**config.mk**
```make
export PLATFORM = sky130hd
export DESIGN_NAME = ex_operand_stage
export DESIGN_NICKNAME = d
export VERILOG_FILES = /design/src/rtl/ex_operand_stage.sv
export SDC_FILE = /design/constraint.sdc
export NUM_CORES = 1
export LEC_CHECK = 0
export CAP_MARGIN = 40
export CORE_MARGIN = 4
export CORE_UTILIZATION = 38
export CTS_CLUSTER_SIZE = 12
export DETAILED_ROUTE_END_ITERATION = 7
export MAX_ROUTING_LAYER = met4
export PLACE_DENSITY = 0.78
export SLEW_MARGIN = 20
export SYNTH_ARGS = -nofsm -noshare
export SYNTH_HDL_FRONTEND = slang
export SYNTH_SLANG_ARGS = --single-unit
export TNS_END_PERCENT = 50
```
**constraint.sdc**
```tcl
create_clock -name clk -period 1.7 [get_ports clk]
set_input_delay 0.17 -clock clk [delete_from_list [all_inputs] [get_ports clk]]
set_output_delay 0.17 -clock clk [all_outputs]
set_load 0.01 [all_outputs]
```
**src/rtl/ex_operand_stage.sv**
```systemverilog
// EX operand stage: resolves forwarding for rs/rt, routes ALU operands and
// registers the EX payload behind a one-deep valid/ready handshake.

// One forwarding mux per source register; EX/MEM beats MEM/WB, r0 never forwards.
module ex_fwd_mux #(
  parameter int N_BITS = 32
) (
  input  logic [4:0]        addr,
  input  logic [N_BITS-1:0] rf_data,
  input  logic              exmem_reg_write,
  input  logic [4:0]        exmem_rd,
  input  logic [N_BITS-1:0] exmem_result,
  input  logic              memwb_reg_write,
  input  logic [4:0]        memwb_rd,
  input  logic [N_BITS-1:0] memwb_result,
  output logic [N_BITS-1:0] fwd
);
  // youngest producer wins
  always_comb begin
    fwd = rf_data;
    if (exmem_reg_write && exmem_rd == addr && addr != 5'd0)      fwd = exmem_result;
    else if (memwb_reg_write && memwb_rd == addr && addr != 5'd0) fwd = memwb_result;
  end
endmodule

module ex_operand_stage #(
  parameter int N_BITS   = 32,
  parameter int CNT_BITS = 16
) (
  input  logic                clk,
  input  logic                reset,
  input  logic                in_valid,
  output logic                in_ready,
  input  logic [3:0]          in_alu_op,
  input  logic [N_BITS-1:0]   in_rs_data,
  input  logic [N_BITS-1:0]   in_rt_data,
  input  logic [4:0]          in_rs_addr,
  input  logic [4:0]          in_rt_addr,
  input  logic [4:0]          in_rd_addr,
  input  logic [N_BITS-1:0]   in_imm,
  input  logic [4:0]          in_shamt,
  input  logic                in_alu_src,
  input  logic                in_reg_write,
  input  logic                flush,
  input  logic                exmem_reg_write,
  input  logic [4:0]          exmem_rd,
  input  logic [N_BITS-1:0]   exmem_result,
  input  logic                memwb_reg_write,
  input  logic [4:0]          memwb_rd,
  input  logic [N_BITS-1:0]   memwb_result,
  output logic                out_valid,
  input  logic                out_ready,
  output logic [3:0]          ALUOperation,
  output logic [N_BITS-1:0]   A,
  output logic [N_BITS-1:0]   B,
  output logic [4:0]          ALUShamt,
  output logic [4:0]          out_rd_addr,
  output logic                out_reg_write,
  output logic [CNT_BITS-1:0] bubble_count
);
  localparam logic [3:0] OP_SLL = 4'd4;
  localparam logic [3:0] OP_SRL = 4'd5;
  localparam logic [3:0] OP_LUI = 4'd8;

  typedef struct packed {
    logic [3:0]        op;
    logic [N_BITS-1:0] a;
    logic [N_BITS-1:0] b;
    logic [4:0]        shamt;
    logic [4:0]        rd;
    logic              rw;
  } ex_req_t;

  // index 0 = rs, 1 = rt
  logic [1:0][4:0]        src_addr;
  logic [1:0][N_BITS-1:0] src_data;
  logic [1:0][N_BITS-1:0] src_fwd;
  logic [1:0]             vld_pipe;   // [0] load this cycle, [1] registered valid
  ex_req_t                nxt, held;
  logic                   is_shift;

  assign src_addr = {in_rt_addr, in_rs_addr};
  assign src_data = {in_rt_data, in_rs_data};

  for (genvar s = 0; s < 2; s++) begin : g_fwd
    ex_fwd_mux #(.N_BITS(N_BITS)) u_fwd (
      .addr           (src_addr[s]),
      .rf_data        (src_data[s]),
      .exmem_reg_write(exmem_reg_write),
      .exmem_rd       (exmem_rd),
      .exmem_result   (exmem_result),
      .memwb_reg_write(memwb_reg_write),
      .memwb_rd       (memwb_rd),
      .memwb_result   (memwb_result),
      .fwd            (src_fwd[s])
    );
  end

  assign in_ready    = (!vld_pipe[1] || out_ready) && !flush;
  assign vld_pipe[0] = in_valid && in_ready;
  assign is_shift    = (in_alu_op == OP_SLL) || (in_alu_op == OP_SRL);

  // operand routing; shifts take the shifted value from rt on both ports
  always_comb begin
    nxt       = '0;
    nxt.op    = in_alu_op;
    nxt.shamt = in_shamt;
    nxt.rd    = in_rd_addr;
    nxt.rw    = in_reg_write;
    if (is_shift) begin
      nxt.a = src_fwd[1];
      nxt.b = src_fwd[1];
    end else begin
      nxt.a = src_fwd[0];
      nxt.b = (in_alu_src || in_alu_op == OP_LUI) ? in_imm : src_fwd[1];
    end
  end

  // payload register: flush > load > drain; held data is never re-forwarded
  always_ff @(posedge clk or negedge reset) begin
    if (!reset) begin
      vld_pipe[1] <= 1'b0;
      held        <= '0;
    end else if (flush) begin
      vld_pipe[1] <= 1'b0;
    end else if (vld_pipe[0]) begin
      vld_pipe[1] <= 1'b1;
      held        <= nxt;
    end else if (vld_pipe[1] && out_ready) begin
      vld_pipe[1] <= 1'b0;
    end
  end

  // saturating count of cycles where nothing was handed downstream
  always_ff @(posedge clk or negedge reset) begin
    if (!reset) bubble_count <= '0;
    else if (!(vld_pipe[1] && out_ready) && bubble_count != '1)
      bubble_count <= bubble_count + CNT_BITS'(1);
  end

  assign out_valid     = vld_pipe[1];
  assign ALUOperation  = held.op;
  assign A             = held.a;
  assign B             = held.b;
  assign ALUShamt      = held.shamt;
  assign out_rd_addr   = held.rd;
  assign out_reg_write = held.rw;
endmodule

```
==> impl_metrics.tcl, run 1 <==
set metrics [dict create \
    outcome "complete, but fails checks" \
    violations "setup timing" \
    syn_area_per_cell_sq_um 8.39 \
    drc 0 \
    static-leakage-power_nw 4.93 \
    yosys.area_share.xor_xnor 0.0447 \
    num_vias 8923 \
    main_combinational_cell_family_by_area_after_synthesis "compound AO/OA/AOI/OAI gates" \
    post-route-period-util 1.17 \
    avgViaCountPerCell 6.41 \
    synth_adder_area_share 0.00194 \
    setup_total_negative_slack_ns -3.99 \
    setup_viol_count_final 59 \
    crit_fanout 15 \
    routed_wire_length_per_instance_um 25.3 \
    critPathLaunchType "input pin" \
    pin_count_of_the_biggest_net_entering_global_routing 42 \
    layout.nets 1372 \
    synth.cell_area_sq_mm 0.00646 \
    clock_tree_from_tritoncts "built" \
    worst_ep_required_time_ns 1.99 \
    drive_above_1_share 0.259 \
    totalWireLength_um 35300 \
    cts_htree_levels 3 \
    finalWeightedCongestion 0.916 \
    power.density_mw_per_mm2 749 \
    drt_first_iter_violations 1122 \
    die_h_um 138 \
    clock_sinks 96 \
    timing_max_transition_violations_final 0 \
    clockBufferDepth 2 \
    finalWorstSetupSlack_ns -0.286 \
    cts.root.buffer_cell "sky130_fd_sc_hd__clkbuf_16" \
    grt_overflow_total 0 \
    finalWorstPathRequiredPeriod_ns 1.99 \
    synthMuxAreaShare 0.00174 \
    std_cell_rows 47 \
    fmaxAchievable_ghz 0.503 \
    hold_viol_final 0 \
    clock_latency_ns 0.36 \
    placed_cells_incl_taps 1313 \
    via_count_of_the_first_global_routing_pass 9186 \
    fp.dieArea_sq_mm 0.0192 \
    initial_cell_density_of_the_core 0.388 \
    fin_cells 1393 \
    postRouteAntennaNets 0 \
    synth_compound_gate_area_share 0.298 \
    ys_seq_area_frac 0.372 \
    min_path_type "input pin to asynchronous set/reset pin" \
    gate_count_after_technology_mapping 770 \
    number_of_i_o_port_buffers 299 \
    synth_simple_gate_area_share 0.207 \
    final_area_sq_mm 0.0125 \
    synth-seq-cells 96 \
    fin_worst_skew_ns 0.0118 \
    post_synth_num_cell_types 38 \
    areaGrowthSynthToFinish_pct 93.7 \
    coreArea_sq_mm 0.0166 \
    detail_route.first_pass.iterations 7 \
    path_class "input pin to flop" \
    worst_setup_hold_path_clk_slew_ns 0.07 \
    cts_inserted_buffers 9 \
    mappedNetlistNets 974 \
    dieWidth_um 138 \
    dpl-instance-area_sq_mm 0.0104 \
    hpwlAfterDp_um 20100 \
    floorplan.io_pins 300 \
    vdd_drop_max_v 0.000561 \
    relSlewSlack 0.666 \
    tightestPinTransition_ns 0.501 \
    gr-usage-all-layers 0.349 \
    final.hold.worst_slack_ns 0.311 \
    rsz0062_at_grt "yes" \
    fin_util 0.752 \
    ys.warnings.count 0 \
    cap_viol_max_count 0 \
    grt_antenna_before_repair 1 \
    setup.worst_path.end_class "flop" \
    grt_first_pass_wirelength_um 51400 \
    worst_ep_arrival_time_ns 2.27 \
]
-- stage by stage --
| step | power, W | setup WS, ns |
|---|---|---|
| after floorplan | 0.00433 | -0.117 |
| after global placement | 0.00651 | -0.660 |
| after detailed placement | 0.00657 | -0.757 |
| after CTS | 0.00916 | -0.122 |
| after global routing | 0.00973 | -0.267 |
| final | 0.00937 | -0.286 |
-- metal layers --
layer	global-route usage	part of all wire	vias up
met2	0.553	0.46	705
met4	0.193	0.070	0
met1	0.408	0.36	4211
met5	-	0	-
li1	-	-	3782
met3	0.0836	0.11	225
-- state kept, by name, summed over array words and instances, names as in the netlist --
register       cells
out_valid          1
A                 32
ALUOperation       4
B                 32
ALUShamt           5
out_reg_write      1
bubble_count      16
out_rd_addr        5
-- repair_timing --
item,CTS,global route
buffers inserted,38,10
hold buffers,1,0
gates cloned,23,4
endpoints found under the hold margin,29,0
resized for setup,174,75
pin swaps,71,52
setup endpoints to repair,66,73
-- Yosys cell counts --
master	n	share of area
sky130_fd_sc_hd__o211ai_2	2	0.0039
sky130_fd_sc_hd__or2_1	1	0.00097
sky130_fd_sc_hd__o21a_1	1	0.0012
sky130_fd_sc_hd__nand4_1	7	0.0068
sky130_fd_sc_hd__nor3b_1	1	0.0012
sky130_fd_sc_hd__o21ai_0	1	0.00077
sky130_fd_sc_hd__buf_2	27	0.021
sky130_fd_sc_hd__nor4_1	2	0.0019
sky130_fd_sc_hd__a31oi_1	32	0.031
sky130_fd_sc_hd__or2_2	1	0.00097
sky130_fd_sc_hd__nand3_1	6	0.0046
sky130_fd_sc_hd__or4_1	32	0.037
sky130_fd_sc_hd__buf_6	1	0.0017
sky130_fd_sc_hd__dfrtp_1	96	0.37
sky130_fd_sc_hd__a21oi_1	66	0.051
sky130_fd_sc_hd__inv_1	34	0.020
sky130_fd_sc_hd__nor2b_1	1	0.00097
sky130_fd_sc_hd__xnor2_1	26	0.035
sky130_fd_sc_hd__a22o_1	1	0.0014
sky130_fd_sc_hd__buf_1	1	0.00058
sky130_fd_sc_hd__and3_1	1	0.00097
sky130_fd_sc_hd__mux2_2	1	0.0017
sky130_fd_sc_hd__or4_4	2	0.0035
sky130_fd_sc_hd__a311oi_1	32	0.043
sky130_fd_sc_hd__buf_4	6	0.0070
sky130_fd_sc_hd__a311o_1	32	0.050
sky130_fd_sc_hd__o31ai_1	32	0.037
sky130_fd_sc_hd__nor2_1	48	0.028
sky130_fd_sc_hd__or3_1	33	0.032
sky130_fd_sc_hd__a221o_1	32	0.050
sky130_fd_sc_hd__o211ai_4	1	0.0033
sky130_fd_sc_hd__clkbuf_1	43	0.025
sky130_fd_sc_hd__nor2_4	1	0.0017
sky130_fd_sc_hd__ha_1	1	0.0019
sky130_fd_sc_hd__nor3_1	68	0.053
sky130_fd_sc_hd__o21ai_1	33	0.026
sky130_fd_sc_hd__nand2_1	58	0.034
sky130_fd_sc_hd__xor2_1	7	0.0095
-- worst max-delay path, cell delays in order --
cell and delay [ns]:
sky130_fd_sc_hd__dlygate4sd2_1 0.26, sky130_fd_sc_hd__buf_6 0.14, sky130_fd_sc_hd__nor2_4 0.04, sky130_fd_sc_hd__buf_6 0.12
sky130_fd_sc_hd__buf_8 0.14, sky130_fd_sc_hd__buf_12 0.15, sky130_fd_sc_hd__or4_1 0.53, sky130_fd_sc_hd__a311oi_1 0.49
sky130_fd_sc_hd__a221o_1 0.22
-- layout make-up --
type | count | area (sq um)
Clock buffer | 13 | 260
Antenna cell | 1 | 2.50
Multi-Input combinational cell | 562 | 4280
Tap cell | 220 | 275
Sequential cell | 96 | 2400
Timing Repair Buffer | 465 | 5130
Inverter | 34 | 128
Clock inverter | 2 | 38.8
Fill cell | 1162 | 4130
-- where the power goes --
group / leakage [nW] / switching (W) / internal (W)
Combinational: 3.64 / 0.00185 / 0.00230
Clock: 0.146 / 0.000937 / 0.00122
Sequential: 1.15 / 0.000335 / 0.00273
Total: 4.93 / 0.00312 / 0.00625
-- path summary, 6_finish.rpt --
path	end	cells past startpoint	from	slack, ns
worst max-delay path	A[9]	9	in_rs_addr[0]	-0.29
worst min-delay path	ALUShamt[4]	2	reset	0.31
worst max register to register	A[9]	7	out_valid	-0.21
worst min register to register	out_reg_write	2	out_reg_write	0.48
max in group asynchronous	A[8]	3	reset	0.74
min in group clk	out_reg_write	3	in_reg_write	0.35
-- placed cells by master, fill, tap and decap left out, types with 4 or more instances in the layout --
cell type / synthesis / routed
sky130_fd_sc_hd__clkdlybuf4s50_1: 0 / 275
sky130_fd_sc_hd__buf_2: 27 / 8
sky130_fd_sc_hd__dlygate4sd2_1: 0 / 7
sky130_fd_sc_hd__or3_4: 0 / 18
sky130_fd_sc_hd__a21oi_2: 0 / 12
sky130_fd_sc_hd__nor3_1: 68 / 47
sky130_fd_sc_hd__nand4_1: 7 / 7
sky130_fd_sc_hd__clkbuf_16: 0 / 12
sky130_fd_sc_hd__a221o_1: 32 / 32
sky130_fd_sc_hd__nor3_4: 0 / 10
sky130_fd_sc_hd__xor2_1: 7 / 7
sky130_fd_sc_hd__a311oi_1: 32 / 14
sky130_fd_sc_hd__o21ai_2: 0 / 6
sky130_fd_sc_hd__o21ai_1: 33 / 24
sky130_fd_sc_hd__buf_16: 0 / 16
sky130_fd_sc_hd__a31oi_1: 32 / 25
sky130_fd_sc_hd__or4_4: 2 / 5
sky130_fd_sc_hd__a311o_1: 32 / 32
sky130_fd_sc_hd__a311oi_2: 0 / 17
sky130_fd_sc_hd__a21oi_1: 66 / 54
sky130_fd_sc_hd__buf_6: 1 / 21
sky130_fd_sc_hd__buf_4: 6 / 87
sky130_fd_sc_hd__nor3_2: 0 / 11
sky130_fd_sc_hd__or3_1: 33 / 15
sky130_fd_sc_hd__dfrtp_1: 96 / 96
sky130_fd_sc_hd__nor2_1: 48 / 46
sky130_fd_sc_hd__inv_1: 34 / 34
sky130_fd_sc_hd__a31oi_4: 0 / 4
sky130_fd_sc_hd__o31ai_1: 32 / 29
sky130_fd_sc_hd__or4_1: 32 / 29
sky130_fd_sc_hd__xnor2_1: 26 / 22
sky130_fd_sc_hd__buf_12: 0 / 36
sky130_fd_sc_hd__nand2_1: 58 / 54
sky130_fd_sc_hd__nand3_1: 6 / 6
sky130_fd_sc_hd__buf_8: 0 / 6
-- kinds of logic after synthesis --
| family | Yosys count |
|---|---|
| AO/OA/AOI/OAI | 265 |
| AND/OR/NAND/NOR | 262 |
| buffers and inverters | 112 |
| flip-flops | 96 |
| XOR/XNOR | 33 |
| multiplexers | 1 |
| adder cells (fa/ha/maj) | 1 |
No activity file was read; power rests on OpenSTA's default activity.
==> inputs of run 2 (changes only) <==
Settings changed: CORE_UTILIZATION 38 to 39, PLACE_DENSITY 0.78 to 0.79, SYNTH_HIERARCHICAL set to 1.
==> impl_metrics.tcl, run 2 <==
set metrics [dict create \
    avgViaCountPerCell 6.00 \
    synth_edf_count 0 \
    static-leakage-power_nw 5.08 \
    seq_cell_area_sq_mm 0.00240 \
    postRouteAntennaNets 0 \
    layout.cells.most_common "sky130_fd_sc_hd__clkdlybuf4s50_1" \
    areaGrowthSynthToFinish_pct 89.4 \
    drive_above_1_share 0.262 \
    floorplan.io_pins 300 \
    setup_viol_count_final 64 \
    setup.worst_path.end_class "flop" \
    netlist_top_cells_count "101 x sky130_fd_sc_hd__nor3_1, 96 x sky130_fd_sc_hd__dfrtp_1, 93 x sky130_fd_sc_hd__o21ai_0, 75 x sky130_fd_sc_hd__nand2_1, 65 x sky130_fd_sc_hd__inv_1" \
    most_used_layer_global_route "met2" \
    critPathTopFamily "buffers and inverters" \
    post-route-period-util 1.23 \
    mappedNetlistNets 1039 \
    ys_dominant_reg_cell "sky130_fd_sc_hd__dfrtp_1" \
    violations "setup timing" \
    initial_cell_density_of_the_core 0.400 \
    p_comb_frac 0.440 \
    diodes 0 \
    power.density_mw_per_mm2 713 \
    layout.nets 1416 \
    critical_path.most_common_cell "sky130_fd_sc_hd__buf_4" \
    placed_cells_incl_taps 1381 \
    most_used_cells_in_the_layout_excluding_fill_and_tap_cells "276 x sky130_fd_sc_hd__clkdlybuf4s50_1, 95 x sky130_fd_sc_hd__dfrtp_1, 91 x sky130_fd_sc_hd__nor3_1, 75 x sky130_fd_sc_hd__nand2_1, 75 x sky130_fd_sc_hd__buf_4" \
    routed_wire_length_per_instance_um 23.4 \
    coreArea_sq_mm 0.0166 \
    synth_most_common_cell "sky130_fd_sc_hd__nor3_1" \
    synth_top_area_share 0.361 \
    critical-path-max-stage-delay_ns 0.38 \
    multi_input_logic_area_sq_mm 0.00452 \
    std_cell_rows 47 \
    library_cell_occupying_the_most_area_in_the_post_synthesis_netlist "sky130_fd_sc_hd__dfrtp_1" \
    netlist_top_cells_area "sky130_fd_sc_hd__dfrtp_1 36%, sky130_fd_sc_hd__nor3_1 7.6%, sky130_fd_sc_hd__o21ai_0 7.0%, sky130_fd_sc_hd__a31oi_1 6.0%, sky130_fd_sc_hd__or3_1 6.0%" \
    fin_cells 1437 \
    cap_viol_max_count 0 \
    relSlewSlack 0.570 \
    grt_first_pass_wirelength_um 46200 \
    num_vias 8615 \
    synth-async-reset-ratio 1.00 \
    cts_htree_levels 3 \
    synth.cell_area_sq_mm 0.00666 \
    grt_overflow_total 0 \
    finalWorstPathRequiredPeriod_ns 2.09 \
    p_switching_w 0.00295 \
    die_h_um 139 \
    grt_util_met3 0.0459 \
    clockBufferDepth 2 \
    crit_fanout 11 \
    sequential_share_of_power 0.332 \
    hold_viol_final 0 \
    setup_total_negative_slack_ns -11.31 \
    totalWireLength_um 33600 \
    clockPowerShare 0.228 \
    gr-usage-met2 0.498 \
    fin_util 0.758 \
    worst_setup_hold_path_clk_slew_ns 0.07 \
    tightestPinTransition_ns 0.644 \
    synth-seq-cells 96 \
    grt_antenna_before_repair 0 \
    via_count_of_the_first_global_routing_pass 8204 \
    clock_tree_from_tritoncts "built" \
    fp.dieArea_sq_mm 0.0192 \
    fin_worst_skew_ns 0.00474 \
    slowest_cell_on_the_critical_path "sky130_fd_sc_hd__or3_1" \
    min_path_type "input pin to asynchronous set/reset pin" \
    worst_ep_required_time_ns 1.95 \
    fmaxAchievable_ghz 0.479 \
    syn_area_per_cell_sq_um 7.98 \
    hpwlAfterDp_um 20900 \
    grt_use_met1 0.379 \
    vdd_drop_max_v 0.000710 \
    layout_filler_cell_count 1118 \
    detail_route.first_pass.iterations 6 \
    path_class "input pin to flop" \
    ys.warnings.count 6 \
    critPathLaunchType "input pin" \
    timing_max_transition_violations_final 0 \
    clock_latency_ns 0.34 \
    post-layout-total-power_w 0.00899 \
    drt_first_iter_violations 808 \
    cts.root.buffer_cell "sky130_fd_sc_hd__clkbuf_16" \
    clock_sinks 96 \
    finalWeightedCongestion 1.03 \
    worstPathCellList "dlygate4sd2_1 > xnor2_1 > nand4_1 > buf_4 > buf_4 > clkbuf_16 > or3_1 > a31oi_1 > mux2i_1 > o21ai_0" \
    outcome "complete, but fails checks" \
    post_synth_num_cell_types 38 \
    dieWidth_um 139 \
    sw_frac 0.328 \
    placement.setup.worst_slack_ns -0.839 \
    gate_count_after_technology_mapping 835 \
    critical_path_buffer_and_inverter_count 4 \
    rsz0062_at_grt "yes" \
    cell_internal_pwr_w 0.00604 \
    ys_seq_area_frac 0.361 \
    gr-usage-all-layers 0.308 \
    drc 0 \
    cts_inserted_buffers 9 \
    number_of_i_o_port_buffers 299 \
    finalWorstSetupSlack_ns -0.387 \
    pin_count_of_the_biggest_net_entering_global_routing 99 \
    worst_ep_arrival_time_ns 2.34 \
]
## run 2: cell types whose count changed in the layout (fill, tap and decap cells not counted), moves of 29 or more
cell | previous run | this run
sky130_fd_sc_hd__nor3_1 | 47 | 91
sky130_fd_sc_hd__mux2i_1 | 0 | 32
sky130_fd_sc_hd__a21oi_1 | 54 | 5
sky130_fd_sc_hd__or4_1 | 29 | 0
sky130_fd_sc_hd__o21ai_0 | 1 | 47
sky130_fd_sc_hd__or3_1 | 15 | 55
sky130_fd_sc_hd__inv_1 | 34 | 65
sky130_fd_sc_hd__a311o_1 | 32 | 0
sky130_fd_sc_hd__a221o_1 | 32 | 0
sky130_fd_sc_hd__nor2_1 | 46 | 9
## run 2: final timing paths
| kind | to | slack, ns | depth (start not counted) | start |
|---|---|---|---|---|
| worst min-delay path | ALUShamt[2] | 0.30 | 2 | reset |
| worst max register to register | bubble_count[15] | 0.03 | 5 | bubble_count[0] |
| worst min register to register | B[23] | 0.48 | 2 | B[23] |
| max in group asynchronous | B[15] | 0.70 | 3 | reset |
| worst max-delay path | A[30] | -0.39 | 10 | in_rs_addr[0] |
| min in group clk | ALUShamt[2] | 0.44 | 2 | in_shamt[2] |
## run 2: per-stage QoR
| stage | hold slack (ns) | cell area, sq um |
|---|---|---|
| CTS | 0.312 | 12200 |
| finish | 0.299 | 12600 |
| global placement | 0.136 | 10700 |
| global route | 0.335 | 12600 |
| detailed placement | 0.134 | 10700 |
| floorplan | -0.126 | 6670 |
## run 2: cell families after synthesis
group,Yosys count,synth area share
AND/OR/NAND/NOR,281,0.217
AO/OA/AOI/OAI,230,0.206
buffers and inverters,144,0.0935
flip-flops,96,0.361
multiplexers,49,0.0768
XOR/XNOR,34,0.0447
adder cells (fa/ha/maj),1,0.00188
## run 2: layer usage
layer  routed length (um)  up-vias
li1                     -     3748
met3                 2900      205
met5                    0        -
met2                15700      679
met4                 2510        0
met1                12500     3983
## run 2: cell type report
cell class / instances / share of cell area
multi-input combinational: 595 / 0.358
clock inverter: 4 / 0.00426
inverter: 65 / 0.0193
tap: 220 / 0.0218
sequential: 96 / 0.190
clock buffer: 12 / 0.0195
timing repair buffer: 445 / 0.387
## run 2: what timing repair did
action / in CTS / in global routing
setup buffers: 23 / 10
gates cloned: 16 / 3
pin swaps: 67 / 45
hold endpoints to repair: 32 / 0
hold buffers: 1 / 0
setup endpoints to repair: 65 / 68
gates resized for setup: 205 / 102
## run 2: worst register-to-register path: cells and delay by family, from the launching register on
family	cells	cell delay, ns
XOR/XNOR	1	0.18
buffers and inverters	1	0.12
flip-flops	1	0.35
AND/OR/NAND/NOR	3	0.95
## run 2: power groups by stage
stage	registers (W)	clock network, W	logic (W)
finish	0.00299	0.00205	0.00395
global route	0.00303	0.00221	0.00412
CTS	0.00298	0.00209	0.00372
detailed placement	0.00301	0	0.00330
global placement	0.00300	0	0.00326
floorplan	0.00320	0	0.000997
